--- src/rtl/vga_timing_gen_if.sv ---
// VGA raster output bundle: syncs, display enable, pixel coordinate and frame tick.
// Master drives the bundle; renderers and the output register take the slave view.
interface vga_timing_gen_if;
    logic       hsync;
    logic       vsync;
    logic       display_on;
    logic [9:0] x;
    logic [8:0] y;
    logic       frame_tick;

    modport master (
        output hsync,
        output vsync,
        output display_on,
        output x,
        output y,
        output frame_tick
    );

    modport slave (
        input hsync,
        input vsync,
        input display_on,
        input x,
        input y,
        input frame_tick
    );
endinterface

--- src/rtl/vga_timing_gen.sv ---
// VGA raster timing generator (640x480@60 by default); VGA_CLK_DIV2_EN halves the pixel rate.
// Latency: position held in the counters appears on the registered outputs one pixel strobe later.
// Backpressure: none, free-running; downstream must sample every pixel period.
module vga_timing_gen #(
    parameter int H_ACTIVE = 640,
    parameter int H_FP     = 16,
    parameter int H_SYNC   = 96,
    parameter int H_BP     = 48,
    parameter int V_ACTIVE = 480,
    parameter int V_FP     = 10,
    parameter int V_SYNC   = 2,
    parameter int V_BP     = 33
) (
    input  logic              clk,
    input  logic              rst_n,
    vga_timing_gen_if.master  vga
);

    localparam int H_TOTAL = H_ACTIVE + H_FP + H_SYNC + H_BP;
    localparam int V_TOTAL = V_ACTIVE + V_FP + V_SYNC + V_BP;

    localparam logic [9:0] H_ACT_C  = 10'(H_ACTIVE);
    localparam logic [9:0] H_LAST_C = 10'(H_TOTAL - 1);
    localparam logic [9:0] HS_BEG_C = 10'(H_ACTIVE + H_FP);
    localparam logic [9:0] HS_END_C = 10'(H_ACTIVE + H_FP + H_SYNC);
    localparam logic [9:0] V_ACT_C  = 10'(V_ACTIVE);
    localparam logic [9:0] V_LAST_C = 10'(V_TOTAL - 1);
    localparam logic [9:0] VS_BEG_C = 10'(V_ACTIVE + V_FP);
    localparam logic [9:0] VS_END_C = 10'(V_ACTIVE + V_FP + V_SYNC);

    logic [9:0] hcnt_q, hcnt_d;
    logic [9:0] vcnt_q, vcnt_d;
    logic       hsync_q, hsync_d;
    logic       vsync_q, vsync_d;
    logic       display_on_q, display_on_d;
    logic [9:0] x_q, x_d;
    logic [8:0] y_q, y_d;
    logic       frame_tick_q, frame_tick_d;
    logic       pix_stb;
    logic       in_active;

`ifdef VGA_CLK_DIV2_EN
    logic toggle_q, toggle_d;

    always_comb begin
        toggle_d = ~toggle_q;
    end

    always_ff @(posedge clk) begin
        if (!rst_n) begin
            toggle_q <= 1'b0;
        end else begin
            toggle_q <= toggle_d;
        end
    end

    assign pix_stb = toggle_q;
`else
    assign pix_stb = 1'b1;
`endif

    assign in_active = (hcnt_q < H_ACT_C) && (vcnt_q < V_ACT_C);

    always_comb begin
        hcnt_d       = hcnt_q;
        vcnt_d       = vcnt_q;
        hsync_d      = hsync_q;
        vsync_d      = vsync_q;
        display_on_d = display_on_q;
        x_d          = x_q;
        y_d          = y_q;
        // The tick is a single clk even when the pixel period spans two clks.
        frame_tick_d = 1'b0;
        if (pix_stb) begin
            display_on_d = in_active;
            hsync_d      = !((hcnt_q >= HS_BEG_C) && (hcnt_q < HS_END_C));
            vsync_d      = !((vcnt_q >= VS_BEG_C) && (vcnt_q < VS_END_C));
            x_d          = in_active ? hcnt_q : 10'd0;
            y_d          = in_active ? vcnt_q[8:0] : 9'd0;
            frame_tick_d = (hcnt_q == 10'd0) && (vcnt_q == V_ACT_C);
            if (hcnt_q == H_LAST_C) begin
                hcnt_d = 10'd0;
                vcnt_d = (vcnt_q == V_LAST_C) ? 10'd0 : vcnt_q + 10'd1;
            end else begin
                hcnt_d = hcnt_q + 10'd1;
            end
        end
    end

    always_ff @(posedge clk) begin
        if (!rst_n) begin
            hcnt_q       <= 10'd0;
            vcnt_q       <= 10'd0;
            hsync_q      <= 1'b1;
            vsync_q      <= 1'b1;
            display_on_q <= 1'b0;
            x_q          <= 10'd0;
            y_q          <= 9'd0;
            frame_tick_q <= 1'b0;
        end else begin
            hcnt_q       <= hcnt_d;
            vcnt_q       <= vcnt_d;
            hsync_q      <= hsync_d;
            vsync_q      <= vsync_d;
            display_on_q <= display_on_d;
            x_q          <= x_d;
            y_q          <= y_d;
            frame_tick_q <= frame_tick_d;
        end
    end

    assign vga.hsync      = hsync_q;
    assign vga.vsync      = vsync_q;
    assign vga.display_on = display_on_q;
    assign vga.x          = x_q;
    assign vga.y          = y_q;
    assign vga.frame_tick = frame_tick_q;

endmodule

--- src/flat_wrapper.sv ---
// flat-port wrapper written by rule: the top's interface ports become plain ports
module vga_timing_gen_flat 
#(
    parameter int H_ACTIVE = 640,
    parameter int H_FP     = 16,
    parameter int H_SYNC   = 96,
    parameter int H_BP     = 48,
    parameter int V_ACTIVE = 480,
    parameter int V_FP     = 10,
    parameter int V_SYNC   = 2,
    parameter int V_BP     = 33
)
  (clk, rst_n, vga_hsync, vga_vsync, vga_display_on, vga_x, vga_y, vga_frame_tick);
  vga_timing_gen_if vga_i ();
  input  logic clk;
  input  logic rst_n;
  output wire logic [$bits(vga_i.hsync)-1:0] vga_hsync;
  output wire logic [$bits(vga_i.vsync)-1:0] vga_vsync;
  output wire logic [$bits(vga_i.display_on)-1:0] vga_display_on;
  output wire logic [$bits(vga_i.x)-1:0] vga_x;
  output wire logic [$bits(vga_i.y)-1:0] vga_y;
  output wire logic [$bits(vga_i.frame_tick)-1:0] vga_frame_tick;
  assign vga_hsync = vga_i.hsync;
  assign vga_vsync = vga_i.vsync;
  assign vga_display_on = vga_i.display_on;
  assign vga_x = vga_i.x;
  assign vga_y = vga_i.y;
  assign vga_frame_tick = vga_i.frame_tick;
  vga_timing_gen #(.H_ACTIVE(H_ACTIVE), .H_FP(H_FP), .H_SYNC(H_SYNC), .H_BP(H_BP), .V_ACTIVE(V_ACTIVE), .V_FP(V_FP), .V_SYNC(V_SYNC), .V_BP(V_BP)) u_core (.clk(clk), .rst_n(rst_n), .vga(vga_i));
endmodule
--- config.mk ---
export PLATFORM = sky130hd
export DESIGN_NAME = vga_timing_gen_flat
export DESIGN_NICKNAME = d
export VERILOG_FILES = /design/src/rtl/vga_timing_gen_if.sv /design/src/rtl/vga_timing_gen.sv /design/src/flat_wrapper.sv
export SDC_FILE = /design/constraint.sdc
export NUM_CORES = 1
export LEC_CHECK = 0
export BUFFER_PORTS_ARGS = -buffer_cell sky130_fd_sc_hd__buf_2
export CAP_MARGIN = 0
export CORE_ASPECT_RATIO = 1.5
export CORE_UTILIZATION = 59
export CTS_CLUSTER_SIZE = 28
export DETAILED_ROUTE_END_ITERATION = 16
export PLACE_DENSITY = 0.81
export SLEW_MARGIN = 20
export SYNTH_ARGS = -nofsm -noshare
export SYNTH_HDL_FRONTEND = slang
export SYNTH_SLANG_ARGS = --single-unit
--- constraint.sdc ---
create_clock -name clk -period 3.2 [get_ports clk]
set_input_delay 0.16 -clock clk [delete_from_list [all_inputs] [get_ports clk]]
set_output_delay 0.16 -clock clk [all_outputs]
set_load 0.02 [all_outputs]
Yosys cells after proc, flatten, opt, wreduce, memory -nomap -nowiden. Index checks and enable logic that the tools add are counted.

Bits in registers: 43. Input bits: 2. Output and inout port bits: 23. Word-level logic and storage cells: 30.

Add/sub/neg operators: 2. Order comparisons: 6. Equal/unequal tests: 3. Multiplexer cells: 1. Bitwise logic cells: 1. Reduce and logical (&&, ||, !) cells: 9.

Operator list (count): $add A10 B1 Y10 const B (2); $eq A10 B10 Y1 const B (2); $lt A10 B10 Y1 const B (2); $lt A10 B9 Y1 const B (2); $eq A10 B9 Y1 const B (1); $ge A10 B10 Y1 const B (1); $ge A10 B9 Y1 const B (1); $logic_not A10 Y1 (1); $mux W10 (1); $logic_and A1 B1 Y1 (4); $logic_not A1 Y1 (2); $reduce_and A2 Y1 (1); $reduce_or A2 Y1 (1); $not A1 Y1 (1).

Longest topological paths before layout.
Word-level depth: 3. Depth in mapped cells: 6. Gate-level depth less buffers: 6.

Worst setup path before layout. Ideal clock, no wire load.

Path type: reg-to-reg. Start: register u_core.hcnt_q[0]. End: register u_core.vcnt_q[0]. Library setup time: 0.126 ns. Data arrival time: 1.427 ns. Data required time: 3.074 ns. Setup slack: 1.647 ns. Cell stages (with the launch flop): 7. Buffers on the path: 1. Clock period less this slack: 1.553 ns. Path through: dfxtp_1 > ha_1 > and4_1 > buf_4 > nand3_1 > o21ai_2 > nor2_1.

Word-level cells in the longest chain between the ends: 1.

RTL lines: from (decl) (line vga_timing_gen.sv:31) `logic [9:0] hcnt_q, hcnt_d;`; from (signal assigned) (line vga_timing_gen.sv:101) `hcnt_q <= hcnt_d;`; $eq A10 B10 Y1 (line vga_timing_gen.sv:81) `if (hcnt_q == H_LAST_C) begin`; to (signal assigned) (line vga_timing_gen.sv:102) `vcnt_q <= vcnt_d;`; to (decl) (line vga_timing_gen.sv:32) `logic [9:0] vcnt_q, vcnt_d;`.

No other way between the ends. A chain may end at the register's enable or synchronous reset.

Worst setup path after layout.
Start: register u_core.hcnt_q[0]. End: register u_core.vcnt_q[3].

The elaborated chain is that of the path after synthesis.

==> qor_table.md <==
| Parameter | This run |
|---|---|
| Drt wl/cell | 13.1 um |
| Prevailing post-synth register cell | sky130_fd_sc_hd__dfxtp_1 |
| Proportion of power drawn by flip-flops and latches | 60.9% |
| Seq cells post-synth | 43 |
| Global-route wire length before repair | 5.00 mm |
| Leading cell types by total area after synthesis | sky130_fd_sc_hd__dfxtp_1, sky130_fd_sc_hd__and2_1, sky130_fd_sc_hd__xor2_1 |
| Post-route antenna net violation count | 0 |
| Number of global-route vias before repair | 1132 |
| Worst IR Drop VDD | 0.390 mV |
| Area leader, netlist | sky130_fd_sc_hd__dfxtp_1 |
| # port buffers | 24 |
| Die Outline Area | 0.00301 mm2 |
| Clock tree from TritonCTS | yes |
| Final worst hold slack | 0.171 ns |
| Hold-fix buffers at CTS | 0 |
| Routability-driven placement congestion ratio | 0.829 |
| Total Routing Usage GR | 23.5% |
| Worst path max stage delay | 0.41 ns |
| Detailed-router iteration count before antenna repair | 4 |
| Hold crit path type | primary input to flip-flop |
| Reg-to-Reg Start | u_core.hcnt_q[0]$_SDFF_PP0_ |
| Clock Tree Root | sky130_fd_sc_hd__clkbuf_8 |
| Placeable core region | 0.00265 mm2 |
| Worst Path Max Fanout | 8 |
| Startpoint kind of the worst setup timing path | flip-flop |
| Final number of max-transition violations | 0 |
| EDFF count, synth | 0 |
| Setup WS post-layout | 1.28 ns |
| Share of flip-flops with an asynchronous set or reset after synthesis | 0% |
| Number of setup buffers added after CTS | 0 |
| Antenna diode count | 0 |
| Sum of negative setup slack | 0 ns |
| Final number of hold-violating endpoints | 0 |
| Overall Power | 0.897 mW |
| Post-layout utilization of the core | 70.2% |
| Unrepaired setup endpoints after global routing | false |
| Relative contribution of combinational cells to total power | 2.9% |
| Vertical extent of the die | 66.7 um |
| Initial Utilization | 62.1% |
| Sw power | 0.198 mW |
| Instance area at placement | 0.00177 mm2 |
| P per Cell Area | 483 mW/mm2 |
| Family of cells with the greatest summed delay on the critical path | simple AND/OR/NAND/NOR gates |
| Mapped cell area | 0.00164 mm2 |
| Data required time of the critical path | 3.38 ns |
| Count of non-filler cells in the finished layout | 229 |
| Post-placement worst setup slack | 1.31 ns |
| Status | finished clean |
| CTS sink cnt | 43 |
| Overall routed net length | 2.99 mm |
| Die width | 45.1 um |
| Post-cts repair resize count | 0 |
| DRC errors left | 0 |
| Cell count after synthesis | 166 |
| Shortest clock period the worst path allows after layout | 1.92 ns |
| Sum of net half-perimeters after detailed placement | 2.15 mm |
| Total grt overflow | 0 |
| Worst hold start | rst_n |
| Insertion delay of the later-clocked pin in the worst-skew pair | 0.30 ns |
| Clk_skew | 0.00477 ns |
| Number of rows in the core area | 23 |
| Synthesized Nets | 172 |
| CP endpoint kind | flip-flop |
| Number of warnings reported in the yosys synthesis log | 0 |
| Dpl cells | 221 |
| Share of the cycle needed by the critical path after routing | 59.9% |
| Clock Path Buffers | 2 |
| Launching element of the worst setup path | u_core.hcnt_q[0]$_SDFF_PP0_ |
| Internal power | 0.699 mW |
| Leakage power of the design | 0.782 nW |
| Switching part of the total power | 22.1% |
| Final non-filler cell area | 0.00186 mm2 |
| Setup Viol. Count Final | 0 |
| Share of cells above drive strength 1 | 18.8% |
| Synth Area per Inst | 9.90 um2 |
| Post-DR vias/cell | 5.39 |
| Worst-path cell with the longest stage delay | sky130_fd_sc_hd__dfxtp_1 |
| Clock transition time at the flip-flop clock pins of the worst setup and hold paths | 0.07 ns |
| Sequential fraction of the synthesis area | 52.4% |
| Initial antenna violation count | 0 |
| H-tree depth reported by CTS | 2 |
| Area share of the largest cell type after synthesis | 52.4% |
| Count of cell types in the netlist | 30 |
| Highest attainable clock frequency | 521 MHz |
| Cell with the most instances after synthesis | sky130_fd_sc_hd__dfxtp_1 |
| Clk network pwr share | 36.3% |
| Number of vias after detailed routing | 1234 |
| Area overhead of the layout relative to synthesis | 13.0% |
| Actual slew at the worst max-slew pin | 0.551 ns |
| Largest net degree at the start of global routing | 21 |
| CP arrival | 2.10 ns |
| Cts bufs inserted | 5 |
| Iteration-0 DRC Markers | 38 |
| Number of maximum-capacitance violations | 0 |
| Critical Setup Path Class | flip-flop to flip-flop |
| Final net count | 197 |
| Number of buffer and inverter instances along the worst setup path | 0 |
| Worst relative slew slack | 63.3% |
| Layout filler cell count | 232 |
| Count of pins on the block boundary | 25 |
| Ranking of synthesized cells by instance count | sky130_fd_sc_hd__dfxtp_1, sky130_fd_sc_hd__and2_1, sky130_fd_sc_hd__nor2_1 |
| Critical path cell sequence | ha_1, and4_1, nand3_1, o21ai_2, nor2_1 |
## registers in the layout (all words and copies together) (netlist names)
name / cells
u_core.hcnt_q: 10
u_core.vcnt_q: 10
u_core.vga.display_on: 1
u_core.vga.frame_tick: 1
u_core.vga.hsync: 1
u_core.vga.vsync: 1
u_core.vga.x: 10
u_core.vga.y: 9
## worst paths after layout
| path | to | cells past startpoint | slack [ns] |
|---|---|---|---|
| max | u_core.vcnt_q[3]$_SDFFE_PN0N_ | 5 | 1.28 |
| min | u_core.vcnt_q[1]$_SDFFE_PN0N_ | 3 | 0.17 |
| max reg2reg | u_core.vcnt_q[3]$_SDFFE_PN0N_ | 5 | 1.28 |
| min reg2reg | u_core.vga.vsync$_SDFF_PN1_ | 1 | 0.48 |
## layout make-up
class,instances,area (um2),share of cell area (%)
tap,37,46.3,2.49
inverter,6,22.5,1.21
timing repair buffer,24,120,6.46
multi-input combinational,111,724,39.0
clock buffer,5,68.8,3.70
sequential,43,861,46.3
clock inverter,3,15.0,0.808
## worst register-to-register path, cell delays in order, from the launching register on
cell and delay (ns):
sky130_fd_sc_hd__dfxtp_1 0.41, sky130_fd_sc_hd__ha_1 0.23, sky130_fd_sc_hd__and4_1 0.39, sky130_fd_sc_hd__nand3_1 0.28, sky130_fd_sc_hd__o21ai_2 0.40, sky130_fd_sc_hd__nor2_1 0.09
## layer usage
metal	share of wire (%)	vias up	GRT usage (%)
met5	0	-	0
met4	3.7	0	17.8
met3	2.8	10	5.15
met2	53	25	38.4
met1	41	586	25.5
li1	-	613	-
## power by group through the flow
| stage | Sequential [mW] | Combinational (mW) | Clock [mW] |
|---|---|---|---|
| floorplan | 0.561 | 0.0138 | 0 |
| global placement | 0.557 | 0.0252 | 0 |
| detailed placement | 0.558 | 0.0255 | 0 |
| CTS | 0.545 | 0.0257 | 0.333 |
| global route | 0.546 | 0.0284 | 0.355 |
| finish | 0.546 | 0.0256 | 0.325 |
## cells in the final DEF, fill, tap and decap left out, drive strengths merged
cell type / synthesis / layout
a21oi: 4 / 4
and2: 20 / 20
and3: 2 / 2
and4: 4 / 4
and4b: 1 / 1
buf: 4 / 24
clkbuf: 2 / 5
clkinv: 0 / 3
dfxtp: 43 / 43
ha: 4 / 4
inv: 6 / 6
nand2: 9 / 9
nand2b: 1 / 1
nand3: 5 / 5
nand4: 11 / 11
nor2: 16 / 16
nor3: 5 / 5
nor4: 1 / 1
nor4b: 3 / 3
nor4bb: 1 / 1
o21ai: 7 / 7
or3: 4 / 4
xnor2: 6 / 6
xor2: 7 / 7
## cell families (layout without fill, tap and decap cells)
group           Yosys count  in the layout  share of synthesized area [%]
buf+inv                  12             38                           3.58
xor+xnor                 13             13                           6.93
compound gates           11             11                           3.58
fa+ha+maj                 4              4                           3.04
flops                    43             43                           52.4
simple gates             83             83                           30.5
No activity file was read; power rests on OpenSTA's default activity.
